==> src/rtl/exe_muldiv_pkg.sv <==
`default_nettype none
// exe_muldiv_pkg: shared widths, instruction ids and FSM encoding for the EXE-stage muldiv unit.
`ifndef GPR_WIDTH
`define GPR_WIDTH 32
`endif
`ifndef GPR_ADDR_SPACE
`define GPR_ADDR_SPACE 5
`endif
`ifndef INST_ID_LEN
`define INST_ID_LEN 6
`endif

package exe_muldiv_pkg;

  localparam int INST_ID_W = `INST_ID_LEN;

  typedef enum logic [INST_ID_W-1:0] {
    ID_NOP    = 6'd0,
    ID_ADD    = 6'd1,
    ID_SUB    = 6'd2,
    ID_AND    = 6'd3,
    ID_OR     = 6'd4,
    ID_LW     = 6'd5,
    ID_SW     = 6'd6,
    ID_BEQ    = 6'd7,
    ID_MUL    = 6'd40,
    ID_MULH   = 6'd41,
    ID_MULHSU = 6'd42,
    ID_MULHU  = 6'd43,
    ID_DIV    = 6'd44,
    ID_DIVU   = 6'd45,
    ID_REM    = 6'd46,
    ID_REMU   = 6'd47
  } instr_id_e;

  typedef enum logic [1:0] {
    ST_IDLE = 2'd0,
    ST_CALC = 2'd1,
    ST_DONE = 2'd2
  } state_e;

  function automatic logic is_md_op(input logic [INST_ID_W-1:0] id);
    return id inside {ID_MUL, ID_MULH, ID_MULHSU, ID_MULHU,
                      ID_DIV, ID_DIVU, ID_REM, ID_REMU};
  endfunction

endpackage
`default_nettype wire

==> src/rtl/exe_muldiv_core.sv <==
`default_nettype none
// exe_muldiv_core: radix-2 unsigned datapath, shift-add multiply or restoring divide, one bit per step.
module exe_muldiv_core #(
  parameter int XLEN = 32
) (
  input  logic              clk_i,
  input  logic              rst_ni,
  input  logic              i_load,
  input  logic              i_step,
  input  logic              i_is_div,
  input  logic [XLEN-1:0]   i_a,
  input  logic [XLEN-1:0]   i_b,
  output logic [2*XLEN-1:0] o_prod,
  output logic [XLEN-1:0]   o_quot,
  output logic [XLEN-1:0]   o_rem
);

  // r_hi: product high half / partial remainder; r_lo: multiplier / quotient.
  logic [XLEN-1:0] r_hi, r_lo, r_b;
  logic [XLEN:0]   w_sum, w_shift, w_diff;
  logic            w_ge;

  always_comb begin
    w_sum   = {1'b0, r_hi} + (r_lo[0] ? {1'b0, r_b} : '0);
    w_shift = {r_hi, r_lo[XLEN-1]};
    w_diff  = w_shift - {1'b0, r_b};
    w_ge    = w_shift[XLEN] | ~w_diff[XLEN];
  end

  always_ff @(posedge clk_i or negedge rst_ni) begin
    if (!rst_ni) begin
      r_hi <= '0;
      r_lo <= '0;
      r_b  <= '0;
    end else if (i_load) begin
      r_hi <= '0;
      r_lo <= i_a;
      r_b  <= i_b;
    end else if (i_step) begin
      if (i_is_div) begin
        r_hi <= w_ge ? w_diff[XLEN-1:0] : w_shift[XLEN-1:0];
        r_lo <= {r_lo[XLEN-2:0], w_ge};
      end else begin
        r_hi <= w_sum[XLEN:1];
        r_lo <= {w_sum[0], r_lo[XLEN-1:1]};
      end
    end
  end

  assign o_prod = {r_hi, r_lo};
  assign o_quot = r_lo;
  assign o_rem  = r_hi;

endmodule
`default_nettype wire

==> src/rtl/exe_muldiv.sv <==
`default_nettype none
// exe_muldiv: RV32M multiply/divide unit in EXE; stalls ID/EXE while iterating, one result per M op.
module exe_muldiv
  import exe_muldiv_pkg::*;
#(
  parameter int XLEN  = `GPR_WIDTH,
  parameter int CNT_W = 6
) (
  input  logic                       clk_i,
  input  logic                       rst_ni,
  input  logic                       flush_i,
  input  logic [`INST_ID_LEN-1:0]    instr_id_i,
  input  logic [XLEN-1:0]            rs1_val_i,
  input  logic [XLEN-1:0]            rs2_val_i,
  input  logic [`GPR_ADDR_SPACE-1:0] rd_addr_i,
  input  logic                       rd_we_i,
  output logic                       stall_o,
  output logic                       result_valid_o,
  output logic [XLEN-1:0]            result_o,
  output logic [`GPR_ADDR_SPACE-1:0] rd_addr_o,
  output logic                       rd_we_o
);

  localparam logic [XLEN-1:0] C_INT_MIN = {1'b1, {(XLEN-1){1'b0}}};

  state_e                     r_state;
  logic [CNT_W-1:0]           r_cnt;
  instr_id_e                  r_op;
  logic [`GPR_ADDR_SPACE-1:0] r_rd_addr;
  logic                       r_rd_we, r_neg, r_is_div, r_special;
  logic [XLEN-1:0]            r_special_res;

  logic                       w_is_md, w_sgn1, w_sgn2, w_neg1, w_neg2;
  logic                       w_is_div, w_is_rem, w_div0, w_ovf, w_special, w_start, w_step;
  logic [XLEN-1:0]            w_abs1, w_abs2, w_special_res, w_res;
  logic [XLEN-1:0]            w_quot, w_rem, w_quot_fix, w_rem_fix;
  logic [2*XLEN-1:0]          w_prod, w_prod_fix;

  always_comb begin
    w_is_md   = is_md_op(instr_id_i);
    w_sgn1    = instr_id_i inside {ID_MUL, ID_MULH, ID_MULHSU, ID_DIV, ID_REM};
    w_sgn2    = instr_id_i inside {ID_MUL, ID_MULH, ID_DIV, ID_REM};
    w_is_div  = instr_id_i inside {ID_DIV, ID_DIVU, ID_REM, ID_REMU};
    w_is_rem  = instr_id_i inside {ID_REM, ID_REMU};
    w_neg1    = w_sgn1 & rs1_val_i[XLEN-1];
    w_neg2    = w_sgn2 & rs2_val_i[XLEN-1];
    w_abs1    = w_neg1 ? -rs1_val_i : rs1_val_i;
    w_abs2    = w_neg2 ? -rs2_val_i : rs2_val_i;
    w_div0    = w_is_div & (rs2_val_i == '0);
    w_ovf     = (instr_id_i inside {ID_DIV, ID_REM}) &
                (rs1_val_i == C_INT_MIN) & (rs2_val_i == '1);
    w_special = w_div0 | w_ovf;
    if (w_div0) w_special_res = w_is_rem ? rs1_val_i : '1;
    else        w_special_res = w_is_rem ? '0 : C_INT_MIN;
    w_start   = (r_state == ST_IDLE) & w_is_md & ~flush_i & ~w_special;
    w_step    = (r_state == ST_CALC);
  end

  exe_muldiv_core #(.XLEN(XLEN)) u_core (
    .clk_i    (clk_i),
    .rst_ni   (rst_ni),
    .i_load   (w_start),
    .i_step   (w_step),
    .i_is_div (r_is_div),
    .i_a      (w_abs1),
    .i_b      (w_abs2),
    .o_prod   (w_prod),
    .o_quot   (w_quot),
    .o_rem    (w_rem)
  );

  always_ff @(posedge clk_i or negedge rst_ni) begin
    if (!rst_ni) begin
      r_state       <= ST_IDLE;
      r_cnt         <= '0;
      r_op          <= ID_NOP;
      r_rd_addr     <= '0;
      r_rd_we       <= 1'b0;
      r_neg         <= 1'b0;
      r_is_div      <= 1'b0;
      r_special     <= 1'b0;
      r_special_res <= '0;
    end else begin
      case (r_state)
        ST_IDLE: begin
          if (w_is_md && !flush_i) begin
            r_op          <= instr_id_e'(instr_id_i);
            r_rd_addr     <= rd_addr_i;
            r_rd_we       <= rd_we_i;
            // Remainder takes the dividend's sign; products and quotients the XOR.
            r_neg         <= w_is_rem ? w_neg1 : (w_neg1 ^ w_neg2);
            r_is_div      <= w_is_div;
            r_special     <= w_special;
            r_special_res <= w_special_res;
            r_cnt         <= '0;
            r_state       <= w_special ? ST_DONE : ST_CALC;
          end
        end
        ST_CALC: begin
          if (flush_i) begin
            r_state <= ST_IDLE;
          end else begin
            r_cnt <= r_cnt + 1'b1;
            if (r_cnt == CNT_W'(XLEN-1)) r_state <= ST_DONE;
          end
        end
        ST_DONE: r_state <= ST_IDLE;
        default: r_state <= ST_IDLE;
      endcase
    end
  end

  always_comb begin
    w_prod_fix = r_neg ? -w_prod : w_prod;
    w_quot_fix = r_neg ? -w_quot : w_quot;
    w_rem_fix  = r_neg ? -w_rem  : w_rem;
    case (r_op)
      ID_MUL:                       w_res = w_prod_fix[XLEN-1:0];
      ID_MULH, ID_MULHSU, ID_MULHU: w_res = w_prod_fix[2*XLEN-1:XLEN];
      ID_DIV, ID_DIVU:              w_res = w_quot_fix;
      default:                      w_res = w_rem_fix;
    endcase
    if (r_special) w_res = r_special_res;
  end

  always_comb begin
    case (r_state)
      ST_IDLE: stall_o = w_is_md & ~flush_i;
      ST_CALC: stall_o = ~flush_i;
      default: stall_o = 1'b0;
    endcase
    stall_o        = stall_o & rst_ni;
    result_valid_o = (r_state == ST_DONE) & ~flush_i;
    result_o       = result_valid_o ? w_res : '0;
    rd_we_o        = r_rd_we & result_valid_o;
    rd_addr_o      = r_rd_addr;
  end

endmodule
`default_nettype wire

==> config.mk <==
export PLATFORM = sky130hd
export DESIGN_NAME = exe_muldiv
export DESIGN_NICKNAME = d
export VERILOG_FILES = /design/src/rtl/exe_muldiv_pkg.sv /design/src/rtl/exe_muldiv_core.sv /design/src/rtl/exe_muldiv.sv
export SDC_FILE = /design/constraint.sdc
export NUM_CORES = 1
export LEC_CHECK = 0
export BUFFER_PORTS_ARGS = -buffer_cell sky130_fd_sc_hd__buf_4
export CORE_ASPECT_RATIO = 1.75
export CORE_UTILIZATION = 35
export DETAILED_ROUTE_END_ITERATION = 8
export PLACE_DENSITY_LB_ADDON = 0.25
export REMOVE_ABC_BUFFERS = 1
export SYNTH_ARGS = -nofsm -noshare
export SYNTH_HDL_FRONTEND = slang
export SYNTH_SLANG_ARGS = --single-unit
==> constraint.sdc <==
create_clock -name clk_i -period 3.3 [get_ports clk_i]
set_clock_uncertainty 0.15 [all_clocks]
set_input_delay 0.165 -clock clk_i [delete_from_list [all_inputs] [get_ports clk_i]]
set_output_delay 0.165 -clock clk_i [all_outputs]
set_load 0.05 [all_outputs]
==> flow_metrics.tcl, run 1 <==
set metrics [dict create \
    syn_area_per_cell_um2 7.56 \
    detail_route.wl_per_cell_um 23.1 \
    synth-edff-count 0 \
    yosys.cell_count.top_type "nand2_1" \
    dp_hpwl_um 51700 \
    syn_area_um2 14500 \
    start_util_pct 35.5 \
    syn_inst 1916 \
    async_flop_share_pct 100 \
    drt-pass1-iter-count 6 \
    power_uw 17700 \
    die_h_um 271 \
    worstSetupStartpoint "u_core.o_quot[18]" \
    r2r_slack_ns -0.05 \
    antenna_found_initial 0 \
    max_cap_viol_count 0 \
    r2r_cells 14 \
    portBuffers 118 \
    fmax_mhz 236 \
    drc 0 \
    ys_types 79 \
    p_leak_uw 0.00921 \
    worst_pin_slew_ns 0.910 \
    synth-warning-count 0 \
    die_x_um 156 \
    drt_iter0_drc 1037 \
    period_share_pct 129 \
    synth_top_cell_by_area "dfrtp_1" \
    grt_pass1_vias 17252 \
    wl_um 68100 \
    grt_pass1_wl_um 102000 \
    insertion_delay_ns 0.46 \
    clkTransAtPathRegs_ns 0.07 \
    hold_violations 0 \
    layout.nets 2531 \
    synthTopCellsByArea "dfrtp_1 (26%), a21oi_1 (7.2%), ha_1 (6.0%)" \
    critPathArrivalTime_ns 3.93 \
    ant_nets 0 \
    die_area_um2 42300 \
    synth_top_area_share_pct 26.1 \
    r2r_start "u_core.r_b[0]" \
    grt_max_degree 152 \
    synthTopCellsByCount "nand2_1 (211), a21oi_1 (209), nor2_1 (168)" \
    postLayoutSetupSlackWorst_ns -0.944 \
    status "finished with violations" \
    critPathRequiredTime_ns 2.98 \
    cp_max_fo 4 \
    violations "setup timing" \
    ioPinCount 119 \
    grt_use_total_pct 32.1 \
    worstSetupStartpointType "flop" \
    path_class "reg -> out" \
    cts_buffers 17 \
    root_buffer "clkbuf_16" \
    min_path_type "in -> reg" \
    routed_via_density 5.83 \
    std_cell_rows 98 \
    fillers 3783 \
    final-seq-area_um2 3780 \
    setup_viol 40 \
    final_max_slew_viol_count 0 \
    coreArea_um2 40800 \
    rsz0062_at_grt "true" \
    ys_seq_elements 151 \
    critPathCapture "result_o[15]" \
    routabilityCongestion 1.02 \
    syn2layout_area_growth_pct 49.8 \
    numClockSinks 151 \
    setup-tns-final_ns -26.48 \
    relSlewSlack_pct 39.2 \
    drive_gt1_share_pct 33.7 \
    critPathCaptureType "output pin" \
    vias 17163 \
    powerDensity_nw_per_um2 816 \
    overflow 0 \
    period_needed_ns 4.24 \
    ir_drop_mv 0.432 \
    ys.flop_type "dfrtp_1" \
    clk_path_buf_depth 2 \
    cts_tree "done" \
    seq_area_frac_synth_pct 26.1 \
    multi_input_area_um2 11400 \
    cts_max_level 4 \
    regToRegEndpoint "u_core.o_rem[8]" \
]
==> worst max-delay path, cell delays in order, from the launching register on <==
cell and delay [ns]:
dfrtp_1 0.40, or4_4 0.58, or4b_4 0.51, or4_4 0.56, or3_4 0.41, o41ai_2 0.20
buf_4 0.19, xnor2_2 0.07, a221oi_2 0.30, nor3_2 0.08, buf_6 0.16
==> worst min path at each step <==
stage,start,end,slack (ns),cells after the start
after global routing,rs1_val_i[0],u_core.o_quot[0],0.04,4
after detailed placement,flush_i,r_state[1],0.22,2
final,rs1_val_i[0],u_core.o_quot[0],0.04,4
after global placement,flush_i,r_state[1],0.22,2
after floorplan,rst_ni,r_cnt[0],-0.28,0
after CTS,rs1_val_i[2],u_core.o_quot[2],0.009,4
==> stage by stage <==
stage	worst slack [ns]	util (%)	instances	cell area (um^2)	hold WS (ns)
3_3_place_gp	-0.805	44.8	2804	18300	0.216
2_1_floorplan	-2.39	-	1785	14000	-0.281
5_1_grt	-1.06	53.1	2943	21700	0.0419
6_report	-0.944	53.2	2944	21700	0.0353
4_1_cts	-0.942	50.4	2924	20600	0.00943
3_5_place_dp	-0.807	44.8	2804	18300	0.216
==> cells in the final DEF, fill, tap and decap left out, types with 16 or more instances in the layout <==
cell	instances
nor2_1	146
buf_6	52
a31oi_1	16
nand2b_1	18
nor3_1	32
ha_1	60
a21o_1	26
or3_1	17
nand2_1	193
xnor2_1	79
o31ai_1	27
dlygate4sd3_1	75
clkbuf_16	20
a21oi_1	158
o21ai_0	125
xor2_1	80
a221oi_1	18
nand4_1	29
nor4_1	17
o211ai_1	16
o22ai_1	18
inv_1	64
a21oi_2	46
buf_4	429
mux2i_1	28
dfrtp_1	149
nand3_1	35
==> where the power goes <==
| part | switching, uW | internal [uW] |
|---|---|---|
| registers | 396 | 2280 |
| clock network | 1020 | 1030 |
| logic | 7290 | 5710 |
| total | 8700 | 9010 |
==> area by class of cell <==
| type | count | area share (%) |
|---|---|---|
| Multi-Input combinational cell | 1565 | 52.7 |
| Timing Repair Buffer | 576 | 22.7 |
| Sequential cell | 151 | 17.4 |
| Tap cell | 550 | 3.17 |
| Clock buffer | 17 | 1.96 |
| Inverter | 69 | 1.19 |
| Clock inverter | 15 | 0.830 |
| Antenna cell | 1 | 0.0115 |
==> per-layer routing <==
layer  up-vias  part of all wire (%)  global-route usage, %
li1       7927                     -                      -
met1      8397                    34                   32.0
met2       595                    53                   60.0
met3       244                   3.5                   2.89
met4         0                   9.2                   25.2
met5         -                     0                      0
==> cells by family after synthesis <==
logic type	synth area share [%]
xor+xnor	10.2
compound gates	27.8
simple gates	21.1
buf+inv	5.49
fa+ha+maj	6.32
mux	3.02
flops	26.1
==> flip-flops by register name, indices dropped and copies added (netlist names), 2 cells and up <==
register and cells:
r_state 2, r_special_res 32, u_core.r_b 32, r_cnt 6, u_core.o_quot 32, rd_addr_o 5
u_core.o_rem 32, r_op 6
==> what timing repair did <==
action	CTS	global route
gates resized for setup	205	200
setup endpoints to repair	65	96
endpoints found under the hold margin	253	0
pin swaps	108	127
hold buffers	75	0
buffers inserted	21	22
cloned	0	4
Note: power is estimated with default switching activity, not from simulation.
==> run 2: changes to the inputs <==
--- a/config.mk
+++ b/config.mk
@@ -10,6 +10,7 @@
 export CORE_UTILIZATION = 35
 export DETAILED_ROUTE_END_ITERATION = 8
 export PLACE_DENSITY_LB_ADDON = 0.25
+export RECOVER_POWER = 50
 export REMOVE_ABC_BUFFERS = 1
 export SYNTH_ARGS = -nofsm -noshare
 export SYNTH_HDL_FRONTEND = slang
==> flow_metrics.tcl, run 2 (same netlist as run 1, synthesis figures left out) <==
set metrics [dict create \
    worstSetupStartpoint "u_core.o_quot[18]" \
    rsz0062_at_grt "true" \
    grt_use_total_pct 32.1 \
    fillers 3786 \
    die_area_um2 42300 \
    ant_nets 0 \
    grt_pass1_wl_um 102000 \
    routabilityCongestion 1.02 \
    fin_util_pct 53.1 \
    setup-tns-final_ns -26.58 \
    vias 17228 \
    powerDensity_nw_per_um2 817 \
    drc 0 \
    portBuffers 118 \
    fmax_mhz 236 \
    met2_usage_pct 60.0 \
    cts_buffers 17 \
    dp_hpwl_um 51700 \
    seq_power_share_pct 15.1 \
    mostFrequentLayoutCells "buf_4 (429), nand2_1 (193), a21oi_1 (158)" \
    comb_power_share_pct 73.4 \
    worst_pin_slew_ns 2.31 \
    power_switching_share_pct 49.1 \
    min-delay-start "rs1_val_i[0]" \
    ir_drop_mv 0.435 \
    syn2layout_area_growth_pct 49.7 \
    p_clk_share_pct 11.5 \
    use_met1_pct 32.0 \
    power_uw 17700 \
    grt_use_met3_pct 2.89 \
    clkTransAtPathRegs_ns 0.07 \
    critPathCaptureType "output pin" \
    grt_pass1_vias 17252 \
    period_needed_ns 4.25 \
    cts_max_level 4 \
    grt_max_degree 152 \
    drt-pass1-iter-count 5 \
    r2r_start "u_core.r_b[0]" \
    root_buffer "clkbuf_16" \
    numClockSinks 151 \
    drt_iter0_drc 1020 \
    insertion_delay_ns 0.46 \
    relSlewSlack_pct -54.0 \
    max_cap_viol_count 1 \
    detail_route.wl_per_cell_um 23.2 \
    status "finished with violations" \
    die_h_um 271 \
    std_cell_rows 98 \
    critPathArrivalTime_ns 3.93 \
    place_area_um2 18300 \
    p_leak_uw 0.00920 \
    die_x_um 156 \
    layout_commonest_cell "buf_4" \
    ioPinCount 119 \
    min_path_type "in -> reg" \
    worstSetupStartpointType "flop" \
    critPathRequiredTime_ns 2.98 \
    fin_area_um2 21700 \
    path_class "reg -> out" \
    layoutNonFillerInstCount 2944 \
    final_max_slew_viol_count 152 \
    setup_viol 41 \
    antenna_found_initial 0 \
    violations "capacitance limit, slew limit, setup timing" \
    dp_cells 2804 \
    clk_path_buf_depth 2 \
    layout.nets 2531 \
    wl_um 68200 \
    cp_max_fo 4 \
    cts_tree "done" \
    overflow 0 \
    hold_violations 0 \
    p_int_uw 9010 \
    grt-busiest-layer "met2" \
    postLayoutSetupSlackWorst_ns -0.945 \
    p_sw_uw 8700 \
    routed_via_density 5.85 \
    coreArea_um2 40800 \
    period_share_pct 129 \
    start_util_pct 35.5 \
    drive_gt1_share_pct 33.6 \
]
-- run 2: per-stage QoR --
| step | setup WS [ns] | hold WS (ns) |
|---|---|---|
| floorplan | -2.39 | -0.281 |
| global placement | -0.805 | 0.216 |
| detailed placement | -0.807 | 0.216 |
| CTS | -0.942 | 0.00943 |
| global route | -1.06 | 0.0419 |
| finish | -0.945 | 0.0315 |
-- run 2: critical path: stages, from the launching register on --
cell and delay, ns:
dfrtp_1 0.40, or4_4 0.58, or4b_4 0.51, or4_4 0.56, or3_4 0.41, o41ai_2 0.20
buf_4 0.19, xnor2_2 0.07, a221oi_2 0.30, nor3_2 0.08, buf_6 0.16
-- run 2: path summary, 6_finish.rpt --
kind,endpoint,slack (ns),cells past startpoint
max in group asynchronous,r_is_div,0.41,3
max reg2reg,u_core.o_rem[8],-0.06,14
min in group asynchronous,r_rd_we,1.02,3
max,result_o[15],-0.95,10
min,u_core.o_quot[0],0.03,4
min reg2reg,u_core.r_b[14],0.33,2
-- run 2: layout make-up --
cell class	instances	area [um^2]	area share (%)
Multi-Input combinational cell	1565	11400	52.7
Timing Repair Buffer	576	4920	22.7
Sequential cell	151	3780	17.4
Tap cell	550	688	3.17
Clock buffer	17	425	1.96
Inverter	69	259	1.19
Clock inverter	15	180	0.831
Antenna cell	1	2.50	0.0115
-- run 2: metal layers --
layer / part of all wire, % / vias to the layer above / wire length [um]
li1: - / 7931 / -
met1: 35 / 8420 / 23500
met2: 53 / 626 / 36000
met3: 3.4 / 251 / 2340
met4: 9.2 / 0 / 6300
met5: 0 / - / 0
-- run 2: what timing repair did --
item                                    4_1_cts  5_1_grt
setup buffers                                21       22
endpoints found under the setup margin       65       96
hold buffers                                 75        0
resized for setup                           205      200
cloned                                        0        4
hold endpoints to repair                    253        0
pin swaps                                   108      127
-- run 2: power groups by stage --
stage                     registers, uW  clock network (uW)  logic (uW)
after floorplan                    2980                   0        5120
after global placement             2660                   0       10400
after detailed placement           2670                   0       10400
after CTS                          2650                2070       11200
after global routing               2710                2150       13800
final                              2670                2040       13000
